**src/rtl/div_pkg.sv**
```systemverilog
// Shared widths and the response record for the divider issue/collect sequencer.
package div_pkg;

   localparam int Z_WIDTH    = 16;
   localparam int D_WIDTH    = Z_WIDTH / 2;
   localparam int PIPE_DEPTH = D_WIDTH + 3;
   localparam int TAG_WIDTH  = 4;

   // One captured divider result plus the tag it was issued with.
   typedef struct packed {
      logic [D_WIDTH:0]   q;
      logic [D_WIDTH:0]   s;
      logic               div0;
      logic               ovf;
      logic [TAG_WIDTH-1:0] tag;
   } div_rsp_t;

   localparam int RSP_W = $bits(div_rsp_t);

endpackage

```
**src/rtl/div_rsp_fifo.sv**
```systemverilog
// Small synchronous FIFO of divider responses. Push and pop may coincide at any
// occupancy, including full, because the slot being read is freed in the same edge.
module div_rsp_fifo
   import div_pkg::*;
#(
   parameter int DEPTH = 4,
   localparam int CW   = $clog2(DEPTH + 1)
)
(
   input  logic             clk,
   input  logic             rst_n,
   input  logic             push_i,
   input  logic [RSP_W-1:0] wdata_i,
   input  logic             pop_i,
   output logic [RSP_W-1:0] rdata_o,
   output logic             valid_o,
   output logic [CW-1:0]    count_o
);

   localparam int PW = $clog2(DEPTH);

   div_rsp_t          mem_q [DEPTH];
   logic [PW-1:0]     wr_ptr_q, rd_ptr_q;
   logic [CW-1:0]     count_q, count_d;
   logic              do_push, do_pop;

   assign do_pop  = pop_i && (count_q != '0);
   assign do_push = push_i && ((count_q != CW'(DEPTH)) || do_pop);

   assign rdata_o = mem_q[rd_ptr_q];
   assign valid_o = (count_q != '0);
   assign count_o = count_q;

   // Occupancy follows push/pop; simultaneous push and pop leave it unchanged.
   always_comb begin
      count_d = count_q;
      if (do_push && !do_pop) count_d = count_q + CW'(1);
      if (do_pop && !do_push) count_d = count_q - CW'(1);
   end

   // Storage and pointers; contents cleared on reset so the head reads as zero.
   always_ff @(posedge clk or negedge rst_n) begin
      if (!rst_n) begin
         wr_ptr_q <= '0;
         rd_ptr_q <= '0;
         count_q  <= '0;
         for (int i = 0; i < DEPTH; i++) mem_q[i] <= '0;
      end else begin
         if (do_push) begin
            mem_q[wr_ptr_q] <= div_rsp_t'(wdata_i);
            wr_ptr_q        <= wr_ptr_q + PW'(1);
         end
         if (do_pop) rd_ptr_q <= rd_ptr_q + PW'(1);
         count_q <= count_d;
      end
   end

endmodule

```
**src/rtl/divider_seq.sv**
```systemverilog
// Issue/collect sequencer for the fixed-latency signed divider. Requests are
// accepted only while a response FIFO slot is reserved for them (inflight plus
// FIFO occupancy below FIFO_DEPTH), so a captured result never finds the FIFO full.
module divider_seq
   import div_pkg::*;
#(
   parameter int FIFO_DEPTH = 4
)
(
   input  logic                              clk,
   input  logic                              rst_n,
   input  logic                              req_valid,
   output logic                              req_ready,
   input  logic [Z_WIDTH-1:0]                req_z,
   input  logic [D_WIDTH-1:0]                req_d,
   input  logic [TAG_WIDTH-1:0]              req_tag,
   output logic                              div_ena,
   output logic [Z_WIDTH-1:0]                div_z,
   output logic [D_WIDTH-1:0]                div_d,
   input  logic [D_WIDTH:0]                  div_q,
   input  logic [D_WIDTH:0]                  div_s,
   input  logic                              div_div0,
   input  logic                              div_ovf,
   output logic                              rsp_valid,
   input  logic                              rsp_ready,
   output logic [D_WIDTH:0]                  rsp_q,
   output logic [D_WIDTH:0]                  rsp_s,
   output logic                              rsp_div0,
   output logic                              rsp_ovf,
   output logic [TAG_WIDTH-1:0]              rsp_tag,
   output logic [$clog2(FIFO_DEPTH+1)-1:0]   inflight
);

   localparam int CW = $clog2(FIFO_DEPTH + 1);

   logic                                ena_q;
   logic [Z_WIDTH-1:0]                  div_z_q, div_z_d;
   logic [D_WIDTH-1:0]                  div_d_q, div_d_d;
   logic [PIPE_DEPTH:0]                 vld_pipe_q;
   logic [PIPE_DEPTH:0][TAG_WIDTH-1:0]  tag_pipe_q;
   logic [CW-1:0]                       inflight_q, inflight_d;
   logic [CW-1:0]                       fifo_cnt;
   logic [CW:0]                         credits_used;
   logic                                accept, capture;
   div_rsp_t                            cap_rsp, head_rsp;
   logic [RSP_W-1:0]                    head_bits;

   // Credits come from registered state only; a same-cycle pop is not credited.
   assign credits_used = {1'b0, inflight_q} + {1'b0, fifo_cnt};
   assign req_ready    = ena_q && (credits_used < (CW+1)'(FIFO_DEPTH));
   assign accept       = req_valid && req_ready;
   // The last tracking stage lines up with the cycle the divider presents that result.
   assign capture      = vld_pipe_q[PIPE_DEPTH];

   assign div_ena  = ena_q;
   assign div_z    = div_z_q;
   assign div_d    = div_d_q;
   assign inflight = inflight_q;

   // Next-state for divider operands and the in-flight counter.
   always_comb begin
      div_z_d    = div_z_q;
      div_d_d    = div_d_q;
      inflight_d = inflight_q;
      if (accept) begin
         div_z_d = req_z;
         div_d_d = req_d;
      end
      case ({accept, capture})
         2'b10:   inflight_d = inflight_q + CW'(1);
         2'b01:   inflight_d = inflight_q - CW'(1);
         default: inflight_d = inflight_q;
      endcase
   end

   // Enable, operand registers, tracking pipe and counter; reset drops every tag
   // so stale results still inside the divider are never captured.
   always_ff @(posedge clk or negedge rst_n) begin
      if (!rst_n) begin
         ena_q      <= 1'b0;
         div_z_q    <= '0;
         div_d_q    <= '0;
         vld_pipe_q <= '0;
         tag_pipe_q <= '0;
         inflight_q <= '0;
      end else begin
         ena_q      <= 1'b1;
         div_z_q    <= div_z_d;
         div_d_q    <= div_d_d;
         vld_pipe_q <= {vld_pipe_q[PIPE_DEPTH-1:0], accept};
         tag_pipe_q <= {tag_pipe_q[PIPE_DEPTH-1:0], req_tag};
         inflight_q <= inflight_d;
      end
   end

   // Assemble the captured record; flags pass through untouched.
   always_comb begin
      cap_rsp      = '0;
      cap_rsp.q    = div_q;
      cap_rsp.s    = div_s;
      cap_rsp.div0 = div_div0;
      cap_rsp.ovf  = div_ovf;
      cap_rsp.tag  = tag_pipe_q[PIPE_DEPTH];
   end

   div_rsp_fifo #(.DEPTH(FIFO_DEPTH)) u_fifo (
      .clk     (clk),
      .rst_n   (rst_n),
      .push_i  (capture),
      .wdata_i (cap_rsp),
      .pop_i   (rsp_ready),
      .rdata_o (head_bits),
      .valid_o (rsp_valid),
      .count_o (fifo_cnt)
   );

   assign head_rsp = div_rsp_t'(head_bits);
   assign rsp_q    = head_rsp.q;
   assign rsp_s    = head_rsp.s;
   assign rsp_div0 = head_rsp.div0;
   assign rsp_ovf  = head_rsp.ovf;
   assign rsp_tag  = head_rsp.tag;

endmodule

```
**config.mk**
```make
export PLATFORM = sky130hd
export DESIGN_NAME = divider_seq
export DESIGN_NICKNAME = d
export VERILOG_FILES = /design/src/rtl/div_pkg.sv /design/src/rtl/div_rsp_fifo.sv /design/src/rtl/divider_seq.sv
export SDC_FILE = /design/constraint.sdc
export NUM_CORES = 1
export LEC_CHECK = 0
export ABC_CLOCK_PERIOD_IN_PS = 2890
export BUFFER_PORTS_ARGS = -buffer_cell sky130_fd_sc_hd__buf_2
export CORE_ASPECT_RATIO = 1.5
export CORE_MARGIN = 5
export CORE_UTILIZATION = 50
export CTS_CLUSTER_DIAMETER = 200
export CTS_CLUSTER_SIZE = 40
export DETAILED_ROUTE_END_ITERATION = 16
export GPL_TIMING_DRIVEN = 0
export PLACE_DENSITY_LB_ADDON = 0.05
export SLEW_MARGIN = 5
export SYNTH_ARGS = -nofsm -noshare
export SYNTH_HDL_FRONTEND = slang
export SYNTH_SLANG_ARGS = --single-unit
```
**constraint.sdc**
```tcl
create_clock -name clk -period 2.89 [get_ports clk]
set_input_delay 0.867 -clock clk [delete_from_list [all_inputs] [get_ports clk]]
set_output_delay 0.867 -clock clk [all_outputs]
set_load 0.02 [all_outputs]
```
==> flow_metrics.env <==
export IMPL_status="finished, final reports clean"
export IMPL_tightest_slew_ns=0.733
export IMPL_multi_input_area_um2=2330
export IMPL_worstSkewPairLatency_ns=0.43
export IMPL_syn2layout_area_growth_pct=19.5
export IMPL_drt_drc_violations_left=0
export IMPL_regArea_um2=4780
export IMPL_slew_viol_final=0
export IMPL_path_delay_family="simple AND/OR/NAND/NOR gates"
export IMPL_hold_end="tag_pipe_q[40]"
export IMPL_holdBufCountCts=0
export IMPL_use_met1_pct=20.9
export IMPL_r2r_start="inflight[2]"
export IMPL_whs_path_depth=0
export IMPL_p_int_mw=6.86
export IMPL_hp_class="flop to flop"
export IMPL_cp_slowest_cell="or4b_4"
export IMPL_root_buffer="clkbuf_16"
export IMPL_yosysWarnings=0
export IMPL_dr_pass1_iters=4
export IMPL_whs_ns=0.350
export IMPL_diodes=0
export IMPL_rows=54
export IMPL_skew_ns=0.0113
export IMPL_ys_seq_area_share_pct=65.6
export IMPL_fin_crit_ns=2.81
export IMPL_htreeDepth=4
export IMPL_initial_core_util_pct=50.4
export IMPL_clk_pin_slew_ns=0.07
export IMPL_hold_viol=0
export IMPL_grt_pass1_vias=4268
export IMPL_powerDensity_nw_per_um2=1180
export IMPL_antenna_found_initial=1
export IMPL_yosys_area_top_type="dfrtp_1"
export IMPL_numCtsBuffers=17
export IMPL_drt_initial_drc_count=94
export IMPL_grt_pass1_wl_um=21300
export IMPL_utilization_pct=60.2
export IMPL_syn_area_um2=7290
export IMPL_netlist_area_leader_share_pct=65.6
export IMPL_finalWirelength_um=12600
export IMPL_max_freq_mhz=355
export IMPL_nFillCells=1184
export IMPL_rrSetupSlack_ns=0.17
export IMPL_synthCells=405
export IMPL_wl_per_cell_um=17.0
export IMPL_yosys_cell_types_count=28
export IMPL_dp_cells=707
export IMPL_syn_area_per_cell_um2=18.0
export IMPL_hold_path_startpoint="tag_pipe_q[36]"
export IMPL_swShare_pct=33.2
export IMPL_grtUsageTotal_pct=16.2
export IMPL_setup_viol=0
export IMPL_drive_gt1_share_pct=56.8
export IMPL_crit_type="flop to output port"
export IMPL_grt_busiest_layer="met2"
export IMPL_ios=106
export IMPL_place_congestion=0.684
export IMPL_cp_required_ns=2.02
export IMPL_r2r_end="inflight[2]"
export IMPL_cts_tree="yes"
export IMPL_synth_seq_cells=191
export IMPL_grt_ovfl_total=0
export IMPL_finalPower_mw=10.3
export IMPL_met2_usage_pct=26.3
export IMPL_path_buf_inv=1
export IMPL_maxCapViolations=0
export IMPL_rsz0062_at_grt="no"
export IMPL_arrival_ns=1.95
export IMPL_clockPowerShare_pct=21.9
export IMPL_p_switching_mw=3.41
export IMPL_ant_nets=0
export IMPL_nets=593
export IMPL_endpoint_kind="output port"
export IMPL_hpwl_um=8420
export IMPL_fin_crit_sh_pct=97.4
export IMPL_die_y_um=158
export IMPL_worstPathCellList="ha_1 -> or4b_4 -> a31oi_1 -> buf_4"
export IMPL_worstSetupStartpointType="flop"
export IMPL_path_max_fanout=3
export IMPL_power_share_sequential_pct=41.0
export IMPL_num_vias=3734
export IMPL_dieArea_um2=17100
export IMPL_pwr_share_comb_pct=37.1
export IMPL_critPathMaxStageDelay_ns=0.48
export IMPL_via_per_inst=5.05
export IMPL_cts_buffer_depth=2
export IMPL_reg2reg_depth=11
export IMPL_cts_sinks=191
export IMPL_syn_nets=467
export IMPL_slew_headroom_pct=51.1
export IMPL_use_met3_pct=4.32
export IMPL_grt_max_degree=103
export IMPL_numPortBuffers=105
export IMPL_die_w_um=109
export IMPL_finalNonFillerCells=740
export IMPL_p_leak_nw=4.02
export IMPL_core_area_um2=14500
export IMPL_peakVddDrop_mv=0.531
export IMPL_netlist_top_cells_area="dfrtp_1, mux2_2, mux4_2"
cells in the final DEF, fill, tap and decap left out, types with 6 or more instances in the layout:
cell type / instances
mux2_4: 18
buf_4: 12
dfrtp_1: 190
mux2_2: 103
ha_1: 8
buf_2: 105
clkbuf_16: 17
nand2_1: 6
mux4_2: 24
inv_1: 10
cell families after synthesis:
family,share of synthesized area [%]
adder cells (fa/ha/maj),1.92
buffers and inverters,2.47
flip-flops,65.6
other,0.0514
XOR/XNOR,1.08
AND/OR/NAND/NOR,1.32
AO/OA/AOI/OAI,0.412
multiplexers,27.2
worst max path at each step:
stage | startpoint | to | slack [ns] | cells after the start
floorplan | inflight[2] | inflight[2] | 0.19 | 11
global placement | rst_n | div_z[9] | -1.90 | 1
detailed placement | rsp_ready | u_fifo.count_o[2] | -0.08 | 9
CTS | u_fifo.count_o[2] | req_ready | 0.01 | 4
global route | inflight[2] | req_ready | 0.005 | 4
finish | inflight[2] | req_ready | 0.08 | 4
sequential cells by signal, summed over array words and instances, names as in the netlist:
| signal | cells |
|---|---|
| cap_rsp | 4 |
| div_d | 8 |
| div_ena | 1 |
| div_z | 16 |
| inflight | 3 |
| tag_pipe_q | 44 |
| u_fifo.count_o | 3 |
| u_fifo.mem_q | 96 |
| u_fifo.rd_ptr_q | 2 |
| u_fifo.wr_ptr_q | 2 |
| vld_pipe_q | 12 |
per-stage QoR:
step                      area (um2)  setup TNS [ns]  setup WS (ns)
final                           8710               0         0.0755
after global routing            8710               0        0.00541
after CTS                       8690               0         0.0111
after detailed placement        8100         -0.0830        -0.0830
after global placement          8060         -360.07          -1.90
after floorplan                 7290               0          0.185
repair_timing:
action,in CTS,in global routing
hold endpoints to repair,0,0
setup endpoints to repair,19,1
setup buffers,0,2
cloned,0,0
gates resized for setup,7,2
final cells by class:
| cell class | instances | area share (%) |
|---|---|---|
| clock buffers | 18 | 5.04 |
| clock inverters | 14 | 1.62 |
| multi-input cells | 186 | 26.7 |
| repair buffers | 108 | 6.66 |
| plain buffers | 17 | 1.80 |
| inverters | 10 | 0.431 |
| well taps | 196 | 2.82 |
| flip-flops and latches | 191 | 54.9 |
power groups by stage:
stage	Sequential (mW)	Clock (mW)	Combinational (mW)
2_1_floorplan	4.33	0	2.61
3_3_place_gp	4.17	0	3.76
3_5_place_dp	4.24	0	3.86
4_1_cts	4.22	2.33	3.87
5_1_grt	4.34	2.43	4.13
6_report	4.20	2.25	3.81
cell usage after synthesis:
library cell and count:
buf_12 2, xnor2_1 4, clkbuf_1 2, xor2_1 5
mux2i_1 1, mux2_2 103, buf_6 1, ha_1 8
conb_1 1, or4b_4 1, nand2_1 6, buf_1 1
mux4_2 24, fa_1 2, a311o_1 1, mux2_4 18
or3_1 1, buf_4 8, buf_2 4, o31a_1 1
nand2b_1 1, a31oi_1 1, nor4b_2 1, nor2_2 4
nor2_1 2, inv_1 10, dfrtp_1 191, o21ai_0 1
routing by layer:
metal  vias up  share of wire [%]
li1       1690                  -
met1      1934                 42
met2        84                 51
met3        24                5.0
met4         2                2.0
met5         -               0.10
(Power assumes the default switching activity.)
